## src/rtl/rms_window_accumulator.sv

```systemverilog
// ---------------------------------------------------------------------------
// rms_window_accumulator
//
// Accumulates per-channel sums of squares of four signed ADC streams over a
// gated window (adcUseThisSample high). When the window closes, the sums,
// sample count and status flags are latched onto the outputs together with
// a one-cycle adcSumsValid pulse. A window that would overflow the sample
// counter is closed early and flagged as truncated. The rest of that gate
// window is then skipped.
//
// Ports
//   adcClk               sole clock, rising edge
//   adcReset             synchronous, active-high reset
//   adcValidIn           sample strobe for adc0In..adc3In
//   adc0In..adc3In       ADC words; the signed value sits in the top
//                        ADC_WIDTH bits and the padding LSBs are ignored
//   adcUseThisSample     window gate, aligned with adcValidIn
//   adcExceedsThreshold  trigger flag, aligned with adcValidIn
//   adcSum0..adcSum3     latched sum of squares of the last closed window
//   adcSumCount          number of samples in the last closed window
//   adcSumTriggered      trigger seen on at least one accumulated sample
//   adcSumTruncated      window closed because the counter hit its maximum
//   adcSumOverflow       at least one channel sum saturated
//   adcSumsValid         one-cycle pulse; new results on the outputs
// ---------------------------------------------------------------------------
module rms_window_accumulator #(
   parameter int ADC_WIDTH   = 16,
   parameter int DATA_WIDTH  = 16,
   parameter int SUM_WIDTH   = 48,
   parameter int COUNT_WIDTH = 8
) (
   input  logic                   adcClk,
   input  logic                   adcReset,
   input  logic                   adcValidIn,
   input  logic [DATA_WIDTH-1:0]  adc0In,
   input  logic [DATA_WIDTH-1:0]  adc1In,
   input  logic [DATA_WIDTH-1:0]  adc2In,
   input  logic [DATA_WIDTH-1:0]  adc3In,
   input  logic                   adcUseThisSample,
   input  logic                   adcExceedsThreshold,
   output logic [SUM_WIDTH-1:0]   adcSum0,
   output logic [SUM_WIDTH-1:0]   adcSum1,
   output logic [SUM_WIDTH-1:0]   adcSum2,
   output logic [SUM_WIDTH-1:0]   adcSum3,
   output logic [COUNT_WIDTH-1:0] adcSumCount,
   output logic                   adcSumTriggered,
   output logic                   adcSumTruncated,
   output logic                   adcSumOverflow,
   output logic                   adcSumsValid
);

   localparam int SQ_W = 2 * ADC_WIDTH;

   if (DATA_WIDTH < ADC_WIDTH) begin : g_bad_data_width
      $error("rms_window_accumulator: DATA_WIDTH must be >= ADC_WIDTH");
   end
   if (SUM_WIDTH < SQ_W) begin : g_bad_sum_width
      $error("rms_window_accumulator: SUM_WIDTH must be >= 2*ADC_WIDTH");
   end

   typedef enum logic [1:0] {IDLE, ACCUM, PUBLISH, WAIT_LOW} state_t;

   // Returns {saturated, sum}. The sum clamps to all-ones rather than wrapping.
   function automatic logic [SUM_WIDTH:0] sat_add(input logic [SUM_WIDTH-1:0] acc,
                                                  input logic [SQ_W-1:0]      sq);
      logic [SUM_WIDTH:0] total;
      total = {1'b0, acc} + (SUM_WIDTH+1)'(sq);
      if (total[SUM_WIDTH]) return {1'b1, {SUM_WIDTH{1'b1}}};
      return total;
   endfunction

   logic signed [ADC_WIDTH-1:0] ch_in [4];

   assign ch_in[0] = adc0In[DATA_WIDTH-1 -: ADC_WIDTH];
   assign ch_in[1] = adc1In[DATA_WIDTH-1 -: ADC_WIDTH];
   assign ch_in[2] = adc2In[DATA_WIDTH-1 -: ADC_WIDTH];
   assign ch_in[3] = adc3In[DATA_WIDTH-1 -: ADC_WIDTH];

   if (DATA_WIDTH > ADC_WIDTH) begin : g_pad
      logic pad_unused;
      assign pad_unused = ^{adc0In[DATA_WIDTH-ADC_WIDTH-1:0], adc1In[DATA_WIDTH-ADC_WIDTH-1:0],
                            adc2In[DATA_WIDTH-ADC_WIDTH-1:0], adc3In[DATA_WIDTH-ADC_WIDTH-1:0]};
   end

   // ---- stage 1: register operands and side-band flags ----
   logic signed [ADC_WIDTH-1:0] ch_p1 [4];
   logic                        vld_p1, use_p1, exc_p1;

   always_ff @(posedge adcClk) begin
      if (adcReset) vld_p1 <= 1'b0;
      else          vld_p1 <= adcValidIn;
   end

   always_ff @(posedge adcClk) begin
      use_p1 <= adcUseThisSample;
      exc_p1 <= adcExceedsThreshold;
      for (int i = 0; i < 4; i++) ch_p1[i] <= ch_in[i];
   end

   // ---- stage 2: register unsigned squares ----
   logic signed [SQ_W-1:0] prod [4];
   logic        [SQ_W-1:0] sq_p2 [4];
   logic                   vld_p2, use_p2, exc_p2;

   always_comb begin
      for (int i = 0; i < 4; i++) prod[i] = SQ_W'(ch_p1[i]) * SQ_W'(ch_p1[i]);
   end

   always_ff @(posedge adcClk) begin
      if (adcReset) vld_p2 <= 1'b0;
      else          vld_p2 <= vld_p1;
   end

   always_ff @(posedge adcClk) begin
      use_p2 <= use_p1;
      exc_p2 <= exc_p1;
      for (int i = 0; i < 4; i++) sq_p2[i] <= prod[i];
   end

   // ---- window FSM and accumulators (operate on stage-2 signals) ----
   state_t                 state, state_nxt;
   logic [SUM_WIDTH-1:0]   acc_sum [4];
   logic [SUM_WIDTH-1:0]   sum_nxt [4];
   logic [SUM_WIDTH:0]     add_res [4];
   logic [SUM_WIDTH:0]     start_res [4];
   logic [COUNT_WIDTH-1:0] acc_cnt, cnt_nxt, cnt_inc;
   logic                   acc_trig, trig_nxt;
   logic                   acc_trunc, trunc_nxt;
   logic                   acc_ovf, ovf_nxt;
   logic                   take, close, start_win, add_ovf, publish_load;

   assign take    = vld_p2 & use_p2;
   assign close   = vld_p2 & ~use_p2;
   assign cnt_inc = acc_cnt + COUNT_WIDTH'(1);

   always_comb begin
      add_ovf = 1'b0;
      for (int i = 0; i < 4; i++) begin
         add_res[i]   = sat_add(acc_sum[i], sq_p2[i]);
         start_res[i] = sat_add('0, sq_p2[i]);
         add_ovf      = add_ovf | add_res[i][SUM_WIDTH];
      end
   end

   always_comb begin
      state_nxt = state;
      for (int i = 0; i < 4; i++) sum_nxt[i] = acc_sum[i];
      cnt_nxt   = acc_cnt;
      trig_nxt  = acc_trig;
      trunc_nxt = acc_trunc;
      ovf_nxt   = acc_ovf;
      start_win = 1'b0;

      case (state)
         IDLE: begin
            if (take) start_win = 1'b1;
         end
         ACCUM: begin
            if (take) begin
               for (int i = 0; i < 4; i++) sum_nxt[i] = add_res[i][SUM_WIDTH-1:0];
               cnt_nxt  = cnt_inc;
               trig_nxt = acc_trig | exc_p2;
               ovf_nxt  = acc_ovf | add_ovf;
               if (cnt_inc == '1) begin
                  trunc_nxt = 1'b1;
                  state_nxt = PUBLISH;
               end
            end else if (close) begin
               state_nxt = PUBLISH;
            end
         end
         PUBLISH: begin
            // After a truncated window the gate is still open; skip the rest
            // of it instead of starting a fresh window mid-gate.
            if (acc_trunc)  state_nxt = WAIT_LOW;
            else if (take)  start_win = 1'b1;
            else            state_nxt = IDLE;
         end
         WAIT_LOW: begin
            if (close) state_nxt = IDLE;
         end
         default: state_nxt = IDLE;
      endcase

      if (start_win) begin
         for (int i = 0; i < 4; i++) sum_nxt[i] = start_res[i][SUM_WIDTH-1:0];
         cnt_nxt   = COUNT_WIDTH'(1);
         trig_nxt  = exc_p2;
         trunc_nxt = 1'b0;
         ovf_nxt   = 1'b0;
         state_nxt = ACCUM;
      end
   end

   // Results are latched on the edge entering PUBLISH so they are on the
   // outputs during the PUBLISH cycle, alongside adcSumsValid.
   assign publish_load = (state == ACCUM) && (state_nxt == PUBLISH);

   always_ff @(posedge adcClk) begin
      if (adcReset) begin
         state     <= IDLE;
         for (int i = 0; i < 4; i++) acc_sum[i] <= '0;
         acc_cnt   <= '0;
         acc_trig  <= 1'b0;
         acc_trunc <= 1'b0;
         acc_ovf   <= 1'b0;
      end else begin
         state     <= state_nxt;
         for (int i = 0; i < 4; i++) acc_sum[i] <= sum_nxt[i];
         acc_cnt   <= cnt_nxt;
         acc_trig  <= trig_nxt;
         acc_trunc <= trunc_nxt;
         acc_ovf   <= ovf_nxt;
      end
   end

   // ---- output registers ----
   logic [SUM_WIDTH-1:0] out_sum [4];

   always_ff @(posedge adcClk) begin
      if (adcReset) begin
         for (int i = 0; i < 4; i++) out_sum[i] <= '0;
         adcSumCount     <= '0;
         adcSumTriggered <= 1'b0;
         adcSumTruncated <= 1'b0;
         adcSumOverflow  <= 1'b0;
         adcSumsValid    <= 1'b0;
      end else begin
         adcSumsValid <= publish_load;
         if (publish_load) begin
            for (int i = 0; i < 4; i++) out_sum[i] <= sum_nxt[i];
            adcSumCount     <= cnt_nxt;
            adcSumTriggered <= trig_nxt;
            adcSumTruncated <= trunc_nxt;
            adcSumOverflow  <= ovf_nxt;
         end
      end
   end

   assign adcSum0 = out_sum[0];
   assign adcSum1 = out_sum[1];
   assign adcSum2 = out_sum[2];
   assign adcSum3 = out_sum[3];

endmodule

```

## config.mk

```make
export PLATFORM = sky130hd
export DESIGN_NAME = rms_window_accumulator
export DESIGN_NICKNAME = d
export VERILOG_FILES = /design/src/rtl/rms_window_accumulator.sv
export SDC_FILE = /design/constraint.sdc
export NUM_CORES = 2
export LEC_CHECK = 0
export ABC_AREA = 1
export CELL_PAD_IN_SITES_DETAIL_PLACEMENT = 0
export CELL_PAD_IN_SITES_GLOBAL_PLACEMENT = 1
export CORE_MARGIN = 1.5
export CORE_UTILIZATION = 30
export DETAILED_ROUTE_END_ITERATION = 6
export PLACE_DENSITY_LB_ADDON = 0.3
export SYNTH_ARGS = -nofsm -noshare
export SYNTH_HDL_FRONTEND = slang
export SYNTH_SLANG_ARGS = --single-unit
```

## constraint.sdc

```tcl
create_clock -name adcClk -period 14.55 [get_ports adcClk]
set_clock_uncertainty 0.15 [all_clocks]
set_input_delay 4.365 -clock adcClk [delete_from_list [all_inputs] [get_ports adcClk]]
set_output_delay 4.365 -clock adcClk [all_outputs]
set_load 0.01 [all_outputs]
```

==> metrics.txt <==
largest net degree at the start of global routing 159; Die Area 230,000 sq um; Yosys top cell by area fa_1; maximum fanout along the worst path 22; nets 10,300; final worst path period need 7.01 ns; 1st-pass router iterations 6; reg2reg setup slack 7.54 ns; Crit Path Class reg -> reg; Hold Vio Cnt, Final 0; Post-Synth Simple-Gate Area 18.9%; via count 54,700; # DRC 0; Die Width roughly 480 um; Starting Density 30.2%; Post-CTS Resized 0; antenna-violating nets left 0; # port buffers between 200 and 300; Area Overhead vs Synth 12.6%; Synth area leaders fa_1 (27%), dfxtp_1 (12%), nand2_1 (11%); Synth top cells by count nand2_1 (1,930), inv_1 (1,892), fa_1 (935); count leader, synth nand2_1; max-slew violations 0; reg2reg path depth 20; total CTS buffers 81; cts hold-fix bufs 0; ys flop type dfxtp_1; Worst Setup End Kind flip-flop; row cnt around 170; Post-Syn Area per Cell 7.89 sq um; Synth Instances 8,639; Die Ht 480 um; multiplexer share of the synthesized area 0%; IO Count between 200 and 300; worst-margin pin slew approximately 1.1 ns; Synth Area in Compound Gates 8.20%; CTS tree built; CTS H-tree depth 3; top cell type's share of synthesized area 27.5%; Cell variety after synth 50; worst hold path type reg -> reg; Worst Setup SP ch_p1[1][15]; status complete, no violations; Worst-path clk slew 0.07 ns; clock root buffer clkbuf_16; WP data arrival 7.47 ns; synthesis warning total 0; Total Routed Length 218 mm; XOR/XNOR share of the synthesized area 3.69%; initial antenna violation count 16; Bufs on Longest Clock Path 3; largest family of logic cells by synthesized area adder cells; Seq/Total Area, Yosys 20.5%; number of global-route vias before repair 57,400; critical path endpoint sq_p2[1][29]; fraction of registers with async set or reset after synthesis 0%; FF+latch count, synth 603; final setup vio count 0; Worst-Skew Late Latency around 0.73 ns; layout cell share with drive strength beyond 1 3.50%; Post-Synth Adder-Cell Area a little over a third; worst path required time between 15 and 20 ns; RR Endpoint sq_p2[1][29]; number of vias per cell 4.61; FF-to-FF Start ch_p1[1][15]; dpl hpwl 177 mm; post-CTS setup buffer count 0; Global Route Usage Sum 19.2%; initial DRC count between 3,000 and 4,000; global-route wire length before repair 340 mm; crit start category flip-flop; Final Cycle Share 48.1%; number of synthesized flops with an enable pin 192; normalized max-slew margin 25.9%; Setup TNS Final 0 ns; GRT Residual Overflow 0; Mapped Nets 10,100; Routed WL per cell 18.4 um; FMAX 0.143 GHz; unrepaired setup endpoints after global routing no; core area 225,000 sq um; Mapped Area 68,100 sq um; CTS sink count around 600; RD Place Congestion 0.918; count of max-cap constraint violations 0
[flip-flops by register name (all words and copies together), names as in the netlist, 2 cells and up]
register and cells:
acc_sum 192, out_sum 192, sq_p2 124, ch_p1 64, acc_cnt 8, adcSumCount 8, state 2
[final cells by class]
| class | count | area (sq um) |
|---|---|---|
| fillers | 23900 | 149000 |
| multi-input cells | 5879 | 45900 |
| flip-flops and latches | 603 | 14000 |
| inverters | 1907 | 7170 |
| well taps | 2992 | 3740 |
| repair buffers | 313 | 3060 |
| clock buffers | 105 | 2270 |
| clock inverters | 46 | 531 |
| diodes | 8 | 20.0 |
[per-layer routing]
metal	wire [um]	vias to the layer above	global-route usage (%)
li1	-	26600	-
met1	102000	26800	26.4
met2	99100	1097	31.1
met3	10300	191	2.53
met4	6730	2	6.04
met5	12	-	0
[how the worst min path moves through the flow]
stage	from	to	slack [ns]	cells past startpoint
2_1_floorplan	exc_p1	exc_p2	0.16	0
3_3_place_gp	exc_p1	exc_p2	0.17	0
3_5_place_dp	exc_p1	exc_p2	0.17	0
4_1_cts	exc_p1	exc_p2	0.18	0
5_1_grt	exc_p1	exc_p2	0.19	0
6_report	exc_p1	exc_p2	0.18	0
[cell families (layout without fill, tap and decap cells)]
group | Yosys count | in the layout
compound gates | 960 | 960
xor+xnor | 287 | 287
fa+ha+maj | 1430 | 1430
buf+inv | 2157 | 2371
flops | 603 | 603
other cells | 0 | 8
simple gates | 3202 | 3202
[worst max-delay path, cell delays in order (launching register included)]
cell and delay (ns):
dfxtp_1 0.91, clkinv_1 0.70, nor2_1 0.28, fa_1 0.46, fa_1 0.49, inv_1 0.05
fa_1 0.50, inv_1 0.06, fa_1 0.45, fa_1 0.49, inv_1 0.05, fa_1 0.48
inv_1 0.06, ha_1 0.38, a21oi_1 0.29, o21ai_0 0.13, a21oi_1 0.24, nand3_1 0.16
a21o_1 0.21, a21oi_1 0.18, xor2_1 0.18
[through the flow]
step / worst slack [ns] / instances / hold WS, ns / util, % / cell area (sq um)
finish: 7.54 / 11900 / 0.179 / 34.0 / 76700
global route: 7.02 / 11900 / 0.191 / 34.0 / 76700
CTS: 7.50 / 11800 / 0.183 / 34.0 / 76700
detailed placement: 6.89 / 11700 / 0.170 / 32.8 / 73900
global placement: 6.96 / 11700 / 0.169 / 32.8 / 73900
floorplan: 4.26 / 8639 / 0.160 / - / 68100
[cell usage in the layout (no fill, tap or decap), types with 85 or more instances in the layout]
cell type and n:
xnor2_1 123, dfxtp_1 411, o21ai_0 205, nand2_1 1929
clkbuf_16 85, ha_1 495, nand3_1 319, xor2_1 164
inv_1 1892, edfxtp_1 192, nor2_1 755, clkdlybuf4s50_1 271
fa_1 935, a21oi_1 485
Power is left out: the tool's default activity adds up to more than one toggle a clock period on the data nets, which glitch-free logic cannot reach.
